$ cat config.mk
export PLATFORM = sky130hd
export DESIGN_NAME = ltpi_nl_gpio_tx
export DESIGN_NICKNAME = d
export VERILOG_FILES = /design/src/rtl/ltpi_pkg.sv /design/src/rtl/ltpi_gpio_sync.sv /design/src/rtl/ltpi_nl_gpio_tx.sv
export SDC_FILE = /design/constraint.sdc
export NUM_CORES = 1
export LEC_CHECK = 0
export BUFFER_PORTS_ARGS = -buffer_cell sky130_fd_sc_hd__buf_2
export CAP_MARGIN = 20
export CORE_ASPECT_RATIO = 0.6
export CORE_MARGIN = 8
export CORE_UTILIZATION = 31
export DETAILED_ROUTE_END_ITERATION = 8
export PLACE_DENSITY = 0.52
export SLEW_MARGIN = 20
export SYNTH_ARGS = -nofsm -noshare
export SYNTH_HDL_FRONTEND = slang
export SYNTH_SLANG_ARGS = --single-unit
$ cat constraint.sdc
create_clock -name clk -period 1.51 [get_ports clk]
set_input_delay 0.0755 -clock clk [delete_from_list [all_inputs] [get_ports clk]]
set_output_delay 0.0755 -clock clk [all_outputs]
set_load 0.1 [all_outputs]
$ cat src/rtl/ltpi_pkg.sv
// Shared LTPI definitions: frame constants, NL GPIO chunk type and the
// NL GPIO transmit FSM state type.
package ltpi_pkg;

    localparam int unsigned LTPI_NL_GPIO_PER_FRM = 16;
    localparam int unsigned LTPI_GPIO_IDX_W      = 8;
    localparam int unsigned LTPI_NL_GPIO_MAX     = 1024;

    typedef struct packed {
        logic [LTPI_GPIO_IDX_W-1:0]      index;
        logic [LTPI_NL_GPIO_PER_FRM-1:0] data;
    } nl_gpio_chunk_t;

    typedef enum logic [1:0] {
        IDLE,
        SNAP,
        SEND
    } nl_gpio_tx_state_t;

    // Number of frame-sized chunks needed to carry gpio_num bits.
    function automatic int unsigned nl_gpio_num_chunks(int unsigned gpio_num,
                                                       int unsigned per_frm);
        return (gpio_num + per_frm - 1) / per_frm;
    endfunction

endpackage

$ cat src/rtl/ltpi_gpio_sync.sv
// Per-bit 2-flop synchroniser for asynchronous board GPIO inputs.
// Both stages reset to 0.
module ltpi_gpio_sync #(
    parameter int unsigned WIDTH = 1
) (
    input  logic             clk,
    input  logic             reset,
    input  logic [WIDTH-1:0] gpio_raw,
    output logic [WIDTH-1:0] gpio_sync
);

    logic [WIDTH-1:0] meta;

    // Two-stage capture chain; second stage is the clean output.
    always_ff @(posedge clk) begin
        if (reset) begin
            meta      <= '0;
            gpio_sync <= '0;
        end else begin
            meta      <= gpio_raw;
            gpio_sync <= meta;
        end
    end

endmodule

$ cat src/rtl/ltpi_nl_gpio_tx.sv
// Normal-latency GPIO transmit stage. Takes one coherent snapshot of the NL
// GPIOs per sweep and hands it to the frame builder as 16-bit chunks with an
// 8-bit index, round-robin, using a valid/ready handshake.
// Optional build macro: LTPI_NL_GPIO_SYNC_EN (adds a 2-flop input synchroniser).
module ltpi_nl_gpio_tx
    import ltpi_pkg::*;
#(
    parameter int unsigned NL_GPIO_NUM     = 64,
    parameter int unsigned NL_GPIO_PER_FRM = 16
) (
    input  logic                   clk,
    input  logic                   reset,
    input  logic                   link_operational,
    input  logic [NL_GPIO_NUM-1:0] nl_gpio_in,
    output logic [15:0]            nl_gpio_data,
    output logic [7:0]             nl_gpio_index,
    output logic                   nl_gpio_valid,
    input  logic                   nl_gpio_ready,
    output logic                   nl_gpio_sweep
);

    localparam int unsigned NUM_CHUNKS = nl_gpio_num_chunks(NL_GPIO_NUM, NL_GPIO_PER_FRM);
    localparam int unsigned PAD_W      = NUM_CHUNKS * NL_GPIO_PER_FRM;
    localparam int unsigned SEL_W      = (PAD_W > 1) ? $clog2(PAD_W) : 1;
    localparam logic [7:0]  LAST_IDX   = 8'(NUM_CHUNKS - 1);

    logic [NL_GPIO_NUM-1:0] gpio_src;
    logic [PAD_W-1:0]       snap_in;
    logic [PAD_W-1:0]       snapshot;
    logic [SEL_W-1:0]       bit_sel;

    nl_gpio_tx_state_t state_q, state_d;
    logic [7:0]        index_q, index_d;
    logic              snap_load;
    logic              sweep_c;
    nl_gpio_chunk_t    chunk;

`ifdef LTPI_NL_GPIO_SYNC_EN
    ltpi_gpio_sync #(
        .WIDTH (NL_GPIO_NUM)
    ) u_sync (
        .clk       (clk),
        .reset     (reset),
        .gpio_raw  (nl_gpio_in),
        .gpio_sync (gpio_src)
    );
`else
    assign gpio_src = nl_gpio_in;
`endif

    // Zero-pad the input vector up to a whole number of chunks.
    always_comb begin
        snap_in                   = '0;
        snap_in[NL_GPIO_NUM-1:0]  = gpio_src;
    end

    // State, chunk index and snapshot registers.
    always_ff @(posedge clk) begin
        if (reset) begin
            state_q  <= IDLE;
            index_q  <= '0;
            snapshot <= '0;
        end else begin
            state_q <= state_d;
            index_q <= index_d;
            if (snap_load) begin
                snapshot <= snap_in;
            end
        end
    end

    // Next-state logic; a dropped link overrides every state transition.
    always_comb begin
        state_d   = state_q;
        index_d   = index_q;
        snap_load = 1'b0;
        sweep_c   = 1'b0;
        unique case (state_q)
            IDLE: begin
                index_d = '0;
                if (link_operational) begin
                    state_d = SNAP;
                end
            end
            SNAP: begin
                snap_load = 1'b1;
                index_d   = '0;
                state_d   = SEND;
            end
            SEND: begin
                if (nl_gpio_ready) begin
                    if (index_q == LAST_IDX) begin
                        sweep_c = 1'b1;
                        index_d = '0;
                        state_d = SNAP;
                    end else begin
                        index_d = index_q + 8'd1;
                    end
                end
            end
            default: begin
                state_d = IDLE;
                index_d = '0;
            end
        endcase
        if (!link_operational) begin
            state_d   = IDLE;
            index_d   = '0;
            snap_load = 1'b0;
            sweep_c   = 1'b0;
        end
    end

    // Chunk slice is a part-select of the snapshot at index*16.
    assign bit_sel    = SEL_W'({index_q, 4'b0000});
    assign chunk.index = index_q;
    assign chunk.data  = snapshot[bit_sel +: NL_GPIO_PER_FRM];

    assign nl_gpio_data  = chunk.data;
    assign nl_gpio_index = chunk.index;
    assign nl_gpio_valid = (state_q == SEND);
    assign nl_gpio_sweep = sweep_c && !reset;

endmodule

==> results of run 1 <==
worst register-to-register path: stages (launching register included):
cell and delay [ns]:
sky130_fd_sc_hd__dfxtp_4 0.34, sky130_fd_sc_hd__or4_4 0.53, sky130_fd_sc_hd__buf_4 0.16, sky130_fd_sc_hd__o41ai_4 0.26, sky130_fd_sc_hd__buf_4 0.21, sky130_fd_sc_hd__a21oi_1 0.05
worst min path at each step:
stage,from,to,cells after the start
after floorplan,link_operational,state_q[0],2
after global placement,nl_gpio_in[40],snapshot[40],3
after detailed placement,nl_gpio_in[2],snapshot[2],3
after CTS,nl_gpio_in[15],snapshot[15],3
after global routing,nl_gpio_in[5],snapshot[5],3
final,nl_gpio_in[15],snapshot[15],3
power by group through the flow:
stage	clock network (uW)	logic [uW]	registers (uW)
3_5_place_dp	0	405	2070
2_1_floorplan	0	253	2060
4_1_cts	2330	547	2030
6_report	2270	546	2030
5_1_grt	2430	590	2040
3_3_place_gp	0	403	2070
cell usage after synthesis:
| cell type | instances | area [um2] |
|---|---|---|
| sky130_fd_sc_hd__a21oi_1 | 67 | 335.3 |
| sky130_fd_sc_hd__a21oi_2 | 1 | 8.760 |
| sky130_fd_sc_hd__and3b_1 | 1 | 8.760 |
| sky130_fd_sc_hd__buf_1 | 5 | 18.77 |
| sky130_fd_sc_hd__buf_2 | 1 | 5.000 |
| sky130_fd_sc_hd__clkbuf_1 | 20 | 75.07 |
| sky130_fd_sc_hd__dfxtp_1 | 74 | 1481 |
| sky130_fd_sc_hd__ha_1 | 1 | 12.51 |
| sky130_fd_sc_hd__mux2i_1 | 1 | 10.01 |
| sky130_fd_sc_hd__mux4_2 | 16 | 360.4 |
| sky130_fd_sc_hd__nand2_1 | 132 | 495.5 |
| sky130_fd_sc_hd__nand3_1 | 1 | 5.000 |
| sky130_fd_sc_hd__nand3b_1 | 1 | 7.510 |
| sky130_fd_sc_hd__nand4_1 | 4 | 25.02 |
| sky130_fd_sc_hd__nor2_1 | 7 | 26.28 |
| sky130_fd_sc_hd__nor2b_1 | 1 | 6.260 |
| sky130_fd_sc_hd__nor4bb_1 | 1 | 10.01 |
| sky130_fd_sc_hd__o21ai_0 | 3 | 15.01 |
| sky130_fd_sc_hd__o21ai_1 | 1 | 5.000 |
| sky130_fd_sc_hd__o41ai_4 | 1 | 27.53 |
| sky130_fd_sc_hd__or3_1 | 3 | 18.77 |
| sky130_fd_sc_hd__or4_4 | 2 | 22.52 |
| sky130_fd_sc_hd__xnor2_1 | 1 | 8.760 |
| sky130_fd_sc_hd__xor2_1 | 3 | 26.28 |
metal layers:
layer	wire, um	up-vias	share of wire	track usage
met4	75	0	0.0082	0.03655
li1	-	1511	-	-
met5	0	-	0	0
met2	3884	78	0.42	0.2112
met3	637	8	0.069	0.04879
met1	4603	1350	0.50	0.1998
state kept, by name (all words and copies together), names as in the netlist:
signal and flops:
snapshot 64, nl_gpio_index 8, state_q 2
stage by stage:
stage | setup WS [ns] | cells | TNS [ns] | util | total power [uW]
3_5_place_dp | -0.2350 | 574 | -0.3938 | 0.3949 | 2476
3_3_place_gp | -0.2246 | 574 | -0.2399 | 0.3949 | 2471
2_1_floorplan | -0.5488 | 348 | -2.993 | - | 2315
6_report | -0.5183 | 653 | -4.064 | 0.5109 | 4849
5_1_grt | -0.5720 | 653 | -5.467 | 0.5109 | 5052
4_1_cts | -0.5569 | 652 | -4.227 | 0.5089 | 4910
cell type report:
cell class                      instances  area [um2]
Fill cell                             902        4730
Timing Repair Buffer                  180        1503
Sequential cell                        74        1503
Clock inverter                          5       76.32
Tap cell                              135       168.9
Multi-Input combinational cell        248        1446
Clock buffer                           11       242.7
repair_timing:
item	CTS	global route
setup buffers	5	3
resized for setup	50	8
hold buffers	57	0
pin swaps	0	1
setup endpoints to repair	25	28
endpoints found under the hold margin	57	0
logic make-up after synthesis:
family | count (synthesis) | share of synthesized area
XOR/XNOR | 4 | 0.01162
AND/OR/NAND/NOR | 153 | 0.2075
adder cells (fa/ha/maj) | 1 | 0.004149
flip-flops | 74 | 0.4913
AO/OA/AOI/OAI | 73 | 0.1299
buffers and inverters | 26 | 0.03278
multiplexers | 17 | 0.1228
==> out/metrics.sh, run 1 <==
WORST_SLEW_PIN_SLEW_NS=0.4900
ANT_NETS=0
GRT_ANTENNA_BEFORE_REPAIR=0
INITIAL_CORE_UTIL=0.3119
CLKPWRFRAC=0.469
GRT_MAX_DEGREE=66
CP.ARRIVAL_NS=1.95
TIMING.CRITICAL_PATH.MAX_DELAY_FAMILY='simple AND/OR/NAND/NOR gates'
DRT_FIRST_PASS_ITERS=4
CORE-AREA_MM2=0.009669
FIRST_GLOBAL_VIAS=3080
TIMING.CRITICAL_PATH.TO='nl_gpio_sweep'
GLOBAL_ROUTE.OVERFLOW_TOTAL=0
POWER.LEAKAGE_uW=0.001922
PWR-SHARE-COMB=0.113
OUTCOME='complete, but fails checks'
SLEW_HEADROOM=0.6756
FINAL_DESIGN_AREA_NO_FILL_MM2=0.004940
HP-CLASS='primary input to flop'
CRIT_PATH_CELL_COUNT=4
CTSHTREEMAXLEVEL=3
CRITICAL_PATH.MAX_FANOUT=2
WL_MM=9.201
P_SW_FRAC=0.2265
MOST_COMMON_CELL_AFTER_LAYOUT_FILL_AND_TAPS_ASIDE='sky130_fd_sc_hd__nand2_1'
CP_COMMON_CELL='sky130_fd_sc_hd__or4_4'
TIMING.FINAL.CRIT_SHARE=1.343
REG2REGPATHDEPTH=5
CLK_ROOT_BUFFER_CELL='sky130_fd_sc_hd__clkbuf_16'
VIAS_PER_CELL=4.513
SYNTHESIS.INSTANCES=348
CTS_MADE_BUFFERS=9
YOSYS_REGISTER_BITS=74
DESIGN.DIE.AREA_MM2=0.01324
MIN_PERIOD_NS=2.028
CLOCK_LATENCY_AT_THE_LATER_PIN_OF_THE_WORST_SKEW_PAIR_NS=0.33
POWER.SHARE.SEQUENTIAL=0.418
MAX_CAP_VIOLATIONS=0
DIE_X_UM=143.3
FIN_SKEW_NS=0.002366
WORST_R2R_ENDPOINT='nl_gpio_index[5]'
SYNTH.CELL_AREA_MM2=0.003015
WORST_R2R_STARTPOINT='nl_gpio_index[4]'
DP.FINAL_HPWL_MM=6.299
YOSYSWARNINGCOUNT=0
SLOWEST_DELAY_NS=0.52
SETUP_VIOL=27
POWER.IR.VDD_WORST_mV=0.5355
GRT_SETUP_UNREPAIRED='yes'
AREAGROWTHSYNTHTOFINISH_PCT=63.82
WORSTPATHBUFFERINVERTERCOUNT=1
DR.FIRST_ITER.DRC_COUNT=115
CRIT_PATH_TOP_DELAY_CELL='sky130_fd_sc_hd__or4_4'
RRSETUPSLACK_NS=-0.14
DESIGN.PORTCOUNT=94
N_ANTENNA_CELL=0
PORT_BUFFERS=93
SYNTH_SEQ_AREA_SHARE=0.4913
GRT_PASS1_WL_MM=15.19
GROUTE.USAGE.OVERALL=0.1445
CRIT_PATH_CELL_TRACE='or4_4, or4_4, nor2_4, buf_12'
COUNT_OF_PINS_OVER_THEIR_SLEW_LIMIT=0
CRITICAL_PATH.STARTPOINT_TYPE='flop'
MIN_SETUP_SLACK_POST_ROUTE_NS=-0.5183
DRC=0
VIOLATIONS='setup timing'
FIN_NETS=582
POWER.DENSITY_mW_PER_MM2=981.6
WORST-SETUP-PATH-TYPE='flop to primary output'
CRIT_PATH_START='nl_gpio_index[4]'
LAYOUT.CELLS.MOST_COMMON_LIST='sky130_fd_sc_hd__nand2_1, sky130_fd_sc_hd__buf_2, sky130_fd_sc_hd__a21oi_1, sky130_fd_sc_hd__dfxtp_1, sky130_fd_sc_hd__dlygate4sd3_1'
VIA_COUNT=2947
WORST_HOLD_SLACK_NS=0.01936
WL_PER_CELL_UM=14.09
CLOCK_SINKS=74
CTS_TREE='yes'
MAPPEDNETLISTNETS=417
POST_ROUTE_CELLS_DRIVE_ABOVE_1_SHARE=0.3243
GP_CONGESTION=0.7355
CLOCK.FMAX_GHz=0.4930
SYNTH_AREA_PER_CELL_UM2=8.665
CP-END-KIND='primary output'
DIE_HEIGHT_UM=92.40
POWER_SWITCHING_uW=1098
NETLIST-CELL-TYPE-COUNT=24
WORSTPATHREQUIRED_NS=1.43
FP-ROW-COUNT=28
PATH_CLK_SLEW_NS=0.05
DPL_CELL_AREA_MM2=0.003819
POWER.INTERNAL_uW=3751
CTS.PATH.MAX_BUFFERS=2
HOLD_VIOL_FINAL=0
(Power assumes the default switching activity.)
==> inputs of run 2 (changes only) <==
Settings changed: CORE_UTILIZATION 31 to 46, CTS_CLUSTER_DIAMETER set to 50, PLACE_DENSITY 0.52 to 0.73, RECOVER_POWER set to 100.
==> run 2 against run 1 <==
Effect of this change: the run still ends with setup timing left; clock-buffer cell count unchanged; via count grew 2.1%; critical path depth unchanged; largest cell class is now buffers; largest power group is now registers.
==> out/metrics.sh, run 2 (synthesized netlist as in run 1, its figures left out) <==
WORST_SLEW_PIN_SLEW_NS=0.6773  # +0.1873 ns
GP_CONGESTION=0.7899  # +7.4%
N_ANTENNA_CELL=0  # unchanged
VIOLATIONS='setup timing'
CTSHTREEMAXLEVEL=3  # unchanged
FIN_NETS=584  # +0.34%
FP-ROW-COUNT=22  # -21%
INITIAL_CORE_UTIL=0.4847  # +0.1729
CP-END-KIND='primary output'
CRIT_PATH_TOP_DELAY_CELL='sky130_fd_sc_hd__or4_4'
MAX_FFS_PER_REGISTER=64  # unchanged
GRT_MAX_DEGREE=66  # unchanged
PWR-SHARE-COMB=0.130  # +0.017
CRITICAL_PATH.STARTPOINT_TYPE='flop'
CP.ARRIVAL_NS=1.98  # +0.03 ns
POWER.LEAKAGE_uW=0.001879  # -2.2%
GROUTE.USAGE.OVERALL=0.2037  # +0.05922
FIN_SKEW_NS=0.005697  # +0.003331 ns
VIAS_PER_CELL=4.982  # +10%
CTS_MADE_BUFFERS=9  # unchanged
SLEW_HEADROOM=0.5485  # -0.1271
DP.FINAL_HPWL_MM=5.950  # -5.5%
DRT_FIRST_PASS_ITERS=5  # +1
FIRST_GLOBAL_VIAS=3067  # -0.42%
NUM-FILL-CELLS=450  # -50%
FINAL-SEQ-AREA_MM2=0.001503  # unchanged
WL_PER_CELL_UM=15.90  # +13%
WORST-SETUP-PATH-TYPE='flop to primary output'
CLOCK.FMAX_GHz=0.4858  # -1.5%
OUTCOME='complete, but fails checks'
TIMING.FINAL.CRIT_SHARE=1.363  # +0.01997
CLOCK_LATENCY_AT_THE_LATER_PIN_OF_THE_WORST_SKEW_PAIR_NS=0.34  # about the same
CTS.PATH.MAX_BUFFERS=2  # unchanged
DESIGN.DIE.AREA_MM2=0.009487  # -28%
GRT_ANTENNA_BEFORE_REPAIR=0  # unchanged
RRSETUPSLACK_NS=-0.25  # -0.11 ns
CRITICAL_PATH.MAX_FANOUT=2  # unchanged
AREAGROWTHSYNTHTOFINISH_PCT=59.63
POWER_SWITCHING_uW=1035  # -5.8%
WORST_HOLD_SLACK_NS=0.01373  # -0.005634 ns
PLACE_WORST_SETUP_SLACK_NS=-0.2299  # +0.005122 ns
DESIGN.PORTCOUNT=94  # unchanged
SLOWEST_DELAY_NS=0.53  # about the same
SETUP_VIOL=27  # unchanged
POWER.IR.VDD_WORST_mV=0.6473  # +21%
WORSTPATHREQUIRED_NS=1.43  # about the same
MOST_COMMON_CELL_AFTER_LAYOUT_FILL_AND_TAPS_ASIDE='sky130_fd_sc_hd__nand2_1'
P_SW_FRAC=0.2421  # +0.01562
MIN_SETUP_SLACK_POST_ROUTE_NS=-0.5485  # -0.03015 ns
CLK_ROOT_BUFFER_CELL='sky130_fd_sc_hd__clkbuf_8'
DRC=0  # unchanged
DIE_HEIGHT_UM=78.72  # -15%
GLOBAL_ROUTE.OVERFLOW_TOTAL=0  # unchanged
CTS_TREE='yes'
DR.FIRST_ITER.DRC_COUNT=236  # +110%
POWER.DENSITY_mW_PER_MM2=888.1  # -9.5%
POST_ROUTE_CELLS_DRIVE_ABOVE_1_SHARE=0.3192  # -0.005094
VIA_COUNT=3009  # +2.1%
PORT_BUFFERS=93  # unchanged
MAX_CAP_VIOLATIONS=0  # unchanged
CLOCK_SINKS=74  # unchanged
HOLD_VIOL_FINAL=0  # unchanged
POWER.SHARE.SEQUENTIAL=0.474  # +0.056
DIE_X_UM=120.5  # -16%
CLKPWRFRAC=0.395  # -0.074
WL_MM=9.601  # +4.3%
CRIT_PATH_CELL_TRACE='or4_4, or4_4, nor2_4, buf_12'
FIN_TOTAL_PWR_uW=4275  # -12%
COUNT_OF_PINS_OVER_THEIR_SLEW_LIMIT=0  # unchanged
GRT_SETUP_UNREPAIRED='yes'
HP-CLASS='primary input to flop'
LAYOUT.CELLS.MOST_COMMON_LIST='sky130_fd_sc_hd__nand2_1, sky130_fd_sc_hd__buf_2, sky130_fd_sc_hd__a21oi_1, sky130_fd_sc_hd__dfxtp_1, sky130_fd_sc_hd__dlygate4sd3_1'
CP_COMMON_CELL='sky130_fd_sc_hd__or4_4'
MIN_PERIOD_NS=2.058  # +0.03015 ns
MULTI_INPUT_COMB_AREA_MM2=0.001446  # unchanged
ANT_NETS=0  # unchanged
POWER.INTERNAL_uW=3240  # -14%
LARGEST_REGISTER='snapshot'
GRT_PASS1_WL_MM=15.40  # +1.4%
CORE-AREA_MM2=0.006221  # -36%
PATH_CLK_SLEW_NS=0.07  # +0.02 ns
-- run 2: layout make-up --
type / count / share of cell area
Clock buffer: 11 / 0.02937
Multi-Input combinational cell: 248 / 0.3005
Timing Repair Buffer: 182 / 0.3202
Clock inverter: 5 / 0.01586
Tap cell: 84 / 0.02184
Sequential cell: 74 / 0.3122
-- run 2: worst paths after layout --
check,cells past startpoint,from,endpoint
min reg2reg,2,snapshot[49],snapshot[49]
min,3,nl_gpio_in[45],snapshot[45]
max reg2reg,5,nl_gpio_index[4],state_q[0]
max,4,nl_gpio_index[4],nl_gpio_sweep
-- run 2: power by group through the flow --
stage / clock [uW] / sequential (uW) / combinational (uW)
floorplan: 0 / 2060 / 253
global placement: 0 / 2070 / 403
detailed placement: 0 / 2070 / 410
CTS: 1700 / 2030 / 552
global route: 1800 / 2030 / 599
finish: 1690 / 2030 / 557
-- run 2: what timing repair did --
action | CTS | global route
setup endpoints to repair | 18 | 27
hold buffers | 61 | 0
gates resized for setup | 39 | 5
hold endpoints to repair | 61 | 0
pin swaps | 0 | 1
setup buffers | 4 | 5
gates cloned | 1 | 0
-- run 2: worst max-delay path: cells and delay by family (launching register included) --
kind,cells,cell delay [ns]
flops,1,0.34
buf+inv,1,0.18
simple gates,3,1.12
-- run 2: metrics by stage --
stage	area, um2	util	setup TNS, ns	std cells
after floorplan	3098	-	-2.993	348
after detailed placement	3800	0.6108	-0.3794	519
after CTS	4821	0.7749	-4.498	601
after global routing	4813	0.7737	-6.251	604
final	4813	0.7737	-4.953	604
after global placement	3800	0.6108	-0.3334	519
-- run 2: per-layer routing --
layer / up-vias / share of wire / GRT usage
met1: 1399 / 0.43 / 0.2509
met2: 90 / 0.48 / 0.3335
li1: 1507 / - / -
met3: 13 / 0.075 / 0.06638
met4: 0 / 0.013 / 0.06568
met5: - / 0 / 0
==> inputs of run 3 (changes only) <==
Settings changed: CELL_PAD_IN_SITES_DETAIL_PLACEMENT set to 0, CELL_PAD_IN_SITES_GLOBAL_PLACEMENT set to 1, CORE_UTILIZATION 46 to 33, PLACE_DENSITY 0.73 to 0.72.
==> run 3 against run 2 <==
Effect of this change: the run still ends with setup timing left; power up 9.1%; largest cell class unchanged; clock-buffer cell count up 2; global-route usage down 5.1 points; worst hold slack worse by 0.0018 ns; via count down 2.0%; first-iteration DRC count down 39%; setup slack better by 0.026 ns; critical endpoint unchanged.
==> out/metrics.sh, run 3 (synthesized netlist as in run 1, its figures left out) <==
OUTCOME='complete, but fails checks'
VIOLATIONS='setup timing'
LAYOUTNONFILLERINSTCOUNT=630  # +4.3%
CRIT_PATH_CELL_COUNT=4  # unchanged
CRITICAL_PATH.MAX_FANOUT=2  # unchanged
CTS_TREE='yes'
TIMING.CRITICAL_PATH.MAX_DELAY_FAMILY='simple AND/OR/NAND/NOR gates'
FP-ROW-COUNT=27  # +23%
CTS.PATH.MAX_BUFFERS=2  # unchanged
WORST_R2R_ENDPOINT='nl_gpio_index[1]'
WORST-SETUP-PATH-TYPE='flop to primary output'
DESIGN.PORTCOUNT=94  # unchanged
CTS_MADE_BUFFERS=9  # unchanged
CRITICAL_PATH.STARTPOINT_TYPE='flop'
HOLDPATHSTAGES=3  # unchanged
CLK_ROOT_BUFFER_CELL='sky130_fd_sc_hd__clkbuf_16'
GRT_SETUP_UNREPAIRED='yes'
CLOCK.FMAX_GHz=0.4920  # +1.3%
DR.FIRST_ITER.DRC_COUNT=145  # -39%
MOST_COMMON_CELL_AFTER_LAYOUT_FILL_AND_TAPS_ASIDE='sky130_fd_sc_hd__nand2_1'
CRIT_PATH_CELL_TRACE='or4_4, or4_4, nor2_4, buf_12'
VIA_COUNT=2948  # -2.0%
INITIAL_CORE_UTIL=0.3343  # -0.1504
WORST_R2R_STARTPOINT='nl_gpio_index[4]'
GP_CONGESTION=0.7432  # -5.9%
MIN-DELAY-START='nl_gpio_in[3]'
TIMING.HOLD.WORST_ENDPOINT='snapshot[3]'
LAYOUT.CELLS.MOST_COMMON_LIST='sky130_fd_sc_hd__nand2_1, sky130_fd_sc_hd__a21oi_1, sky130_fd_sc_hd__buf_2, sky130_fd_sc_hd__dfxtp_1, sky130_fd_sc_hd__dlygate4sd3_1'
WL_PER_CELL_UM=14.99  # -5.7%
N_ANTENNA_CELL=0  # unchanged
DP.CELLS=545  # +5.0%
POST_ROUTE_CELLS_DRIVE_ABOVE_1_SHARE=0.3171  # -0.002110
POWER.DENSITY_mW_PER_MM2=950.5  # +7.0%
CP-END-KIND='primary output'
MIN_SETUP_SLACK_POST_ROUTE_NS=-0.5223  # +0.02615 ns
COUNT_OF_PINS_OVER_THEIR_SLEW_LIMIT=0  # unchanged
FIRST_GLOBAL_VIAS=3064  # -0.098%
PORT_BUFFERS=93  # unchanged
GRT_PASS1_WL_MM=15.51  # +0.72%
REG2REGPATHDEPTH=6  # +1
MAX_CAP_VIOLATIONS=0  # unchanged
GROUTE.USAGE.OVERALL=0.1532  # -0.05054
CLOCK_SINKS=74  # unchanged
RRSETUPSLACK_NS=-0.22  # +0.03 ns
DRT_FIRST_PASS_ITERS=5  # unchanged
SLOWEST_DELAY_NS=0.53  # about the same
CP.ARRIVAL_NS=1.96  # -0.02 ns
CRIT_PATH_TOP_DELAY_CELL='sky130_fd_sc_hd__or4_4'
FIN_NETS=578  # -1.0%
TIMING.FINAL.CRIT_SHARE=1.346  # -0.01732
PATH_CLK_SLEW_NS=0.06  # about the same
WL_MM=9.444  # -1.6%
MIN_PERIOD_NS=2.032  # -0.02615 ns
HP-CLASS='primary input to flop'
GRT_ANTENNA_BEFORE_REPAIR=0  # unchanged
DIE_X_UM=139.4  # +16%
POWER.LEAKAGE_uW=0.001892  # +0.69%
CTSHTREEMAXLEVEL=3  # unchanged
FIN_SKEW_NS=0.007391  # +0.001694 ns
DIE_HEIGHT_UM=90.05  # +14%
CORE-AREA_MM2=0.009020  # +45%
AREAGROWTHSYNTHTOFINISH_PCT=62.66
DP.FINAL_HPWL_MM=5.859  # -1.5%
SETUP_VIOL=27  # unchanged
DRC=0  # unchanged
GRT_MAX_DEGREE=66  # unchanged
POWER.IR.VDD_WORST_mV=0.6526  # +0.81%
VIAS_PER_CELL=4.679  # -6.1%
SLEW_HEADROOM=0.5358  # -0.01264
ANT_NETS=0  # unchanged
NUM-FILL-CELLS=849  # +89%
WORST_SLEW_PIN_SLEW_NS=0.6962  # +0.01896 ns
GLOBAL_ROUTE.OVERFLOW_TOTAL=0  # unchanged
HOLD_VIOL_FINAL=0  # unchanged
MAX_FFS_PER_REGISTER=64  # unchanged
CP_COMMON_CELL='sky130_fd_sc_hd__or4_4'
WORSTPATHBUFFERINVERTERCOUNT=1  # unchanged
LARGEST_REGISTER='snapshot'
PLACE_WORST_SETUP_SLACK_NS=-0.2213  # +0.008523 ns
FRACTION_OF_THE_CORE_AREA_COVERED_BY_CELLS_AT_THE_END_OF_THE_FLOW=0.5438  # -0.2300
SETUP_TOTAL_NEGATIVE_SLACK_NS=-6.036  # -1.083 ns
DESIGN.DIE.AREA_MM2=0.01255  # +32%
WORSTPATHREQUIRED_NS=1.43  # about the same
CLOCK_LATENCY_AT_THE_LATER_PIN_OF_THE_WORST_SKEW_PAIR_NS=0.33  # about the same
[run 3: cell types whose count changed in the layout (fill, tap and decap cells not counted)]
cell / delta
sky130_fd_sc_hd__inv_4: -1
sky130_fd_sc_hd__clkbuf_2: +1
sky130_fd_sc_hd__bufinv_16: -1
sky130_fd_sc_hd__buf_12: +2
sky130_fd_sc_hd__clkbuf_16: +9
sky130_fd_sc_hd__buf_8: +2
sky130_fd_sc_hd__clkbuf_8: -9
sky130_fd_sc_hd__dlygate4sd3_1: -5
sky130_fd_sc_hd__buf_6: -1
sky130_fd_sc_hd__buf_2: -1
sky130_fd_sc_hd__buf_4: -3
sky130_fd_sc_hd__clkbuf_1: +2
sky130_fd_sc_hd__clkbuf_4: -1
[run 3: stage by stage]
stage	instance area [um2]	total power [uW]	hold slack [ns]
5_1_grt	4905	4850	0.01580
6_report	4905	4662	0.01195
4_1_cts	4891	4724	0.002080
3_3_place_gp	3790	2474	0.3199
3_5_place_dp	3790	2479	0.3233
2_1_floorplan	3098	2315	0.2053
[run 3: where the power goes]
| group | internal, uW | total [uW] | switching (uW) | leakage [uW] |
|---|---|---|---|---|
| Combinational | 265 | 548 | 283 | 0.00114 |
| Sequential | 2000 | 2030 | 29.3 | 0.000605 |
| Clock | 1320 | 2080 | 765 | 0.000144 |
[run 3: final cells by class]
cell class	count	area [um2]	area share
timing repair buffer	176	1520	0.3099
sequential	74	1503	0.3064
multi-input combinational	248	1446	0.2949
clock buffer	13	250.2	0.05102
tap	116	145.1	0.02959
clock inverter	3	40.04	0.008163
[run 3: worst min-delay path: cells and delay by family]
| family | cells | cell delay [ns] |
|---|---|---|
| buffers and inverters | 1 | 0.10 |
| AOI/OAI and AO/OA | 1 | 0.06 |
| and+or+nand+nor | 1 | 0.05 |
[run 3: layer usage]
metal,global-route usage,vias up,share of wire
li1,-,1499,-
met1,0.2031,1367,0.50
met2,0.2317,72,0.44
met3,0.04855,10,0.048
met4,0.04905,0,0.013
met5,0,-,0
[run 3: worst max-delay path by stage]
stage | slack [ns] | from | endpoint
after detailed placement | -0.22 | nl_gpio_index[4] | nl_gpio_sweep
after global routing | -0.57 | nl_gpio_index[4] | nl_gpio_sweep
after floorplan | -0.55 | nl_gpio_index[4] | nl_gpio_sweep
after CTS | -0.53 | nl_gpio_index[4] | nl_gpio_sweep
after global placement | -0.21 | nl_gpio_index[4] | nl_gpio_sweep
final | -0.52 | nl_gpio_index[4] | nl_gpio_sweep
[run 3: repair_timing]
action | 4_1_cts | 5_1_grt
setup buffers | 7 | 8
setup endpoints to repair | 18 | 28
hold endpoints to repair | 56 | 0
resized for setup | 35 | 23
cloned | 3 | 0
hold buffers | 56 | 0
pin swaps | 1 | 1
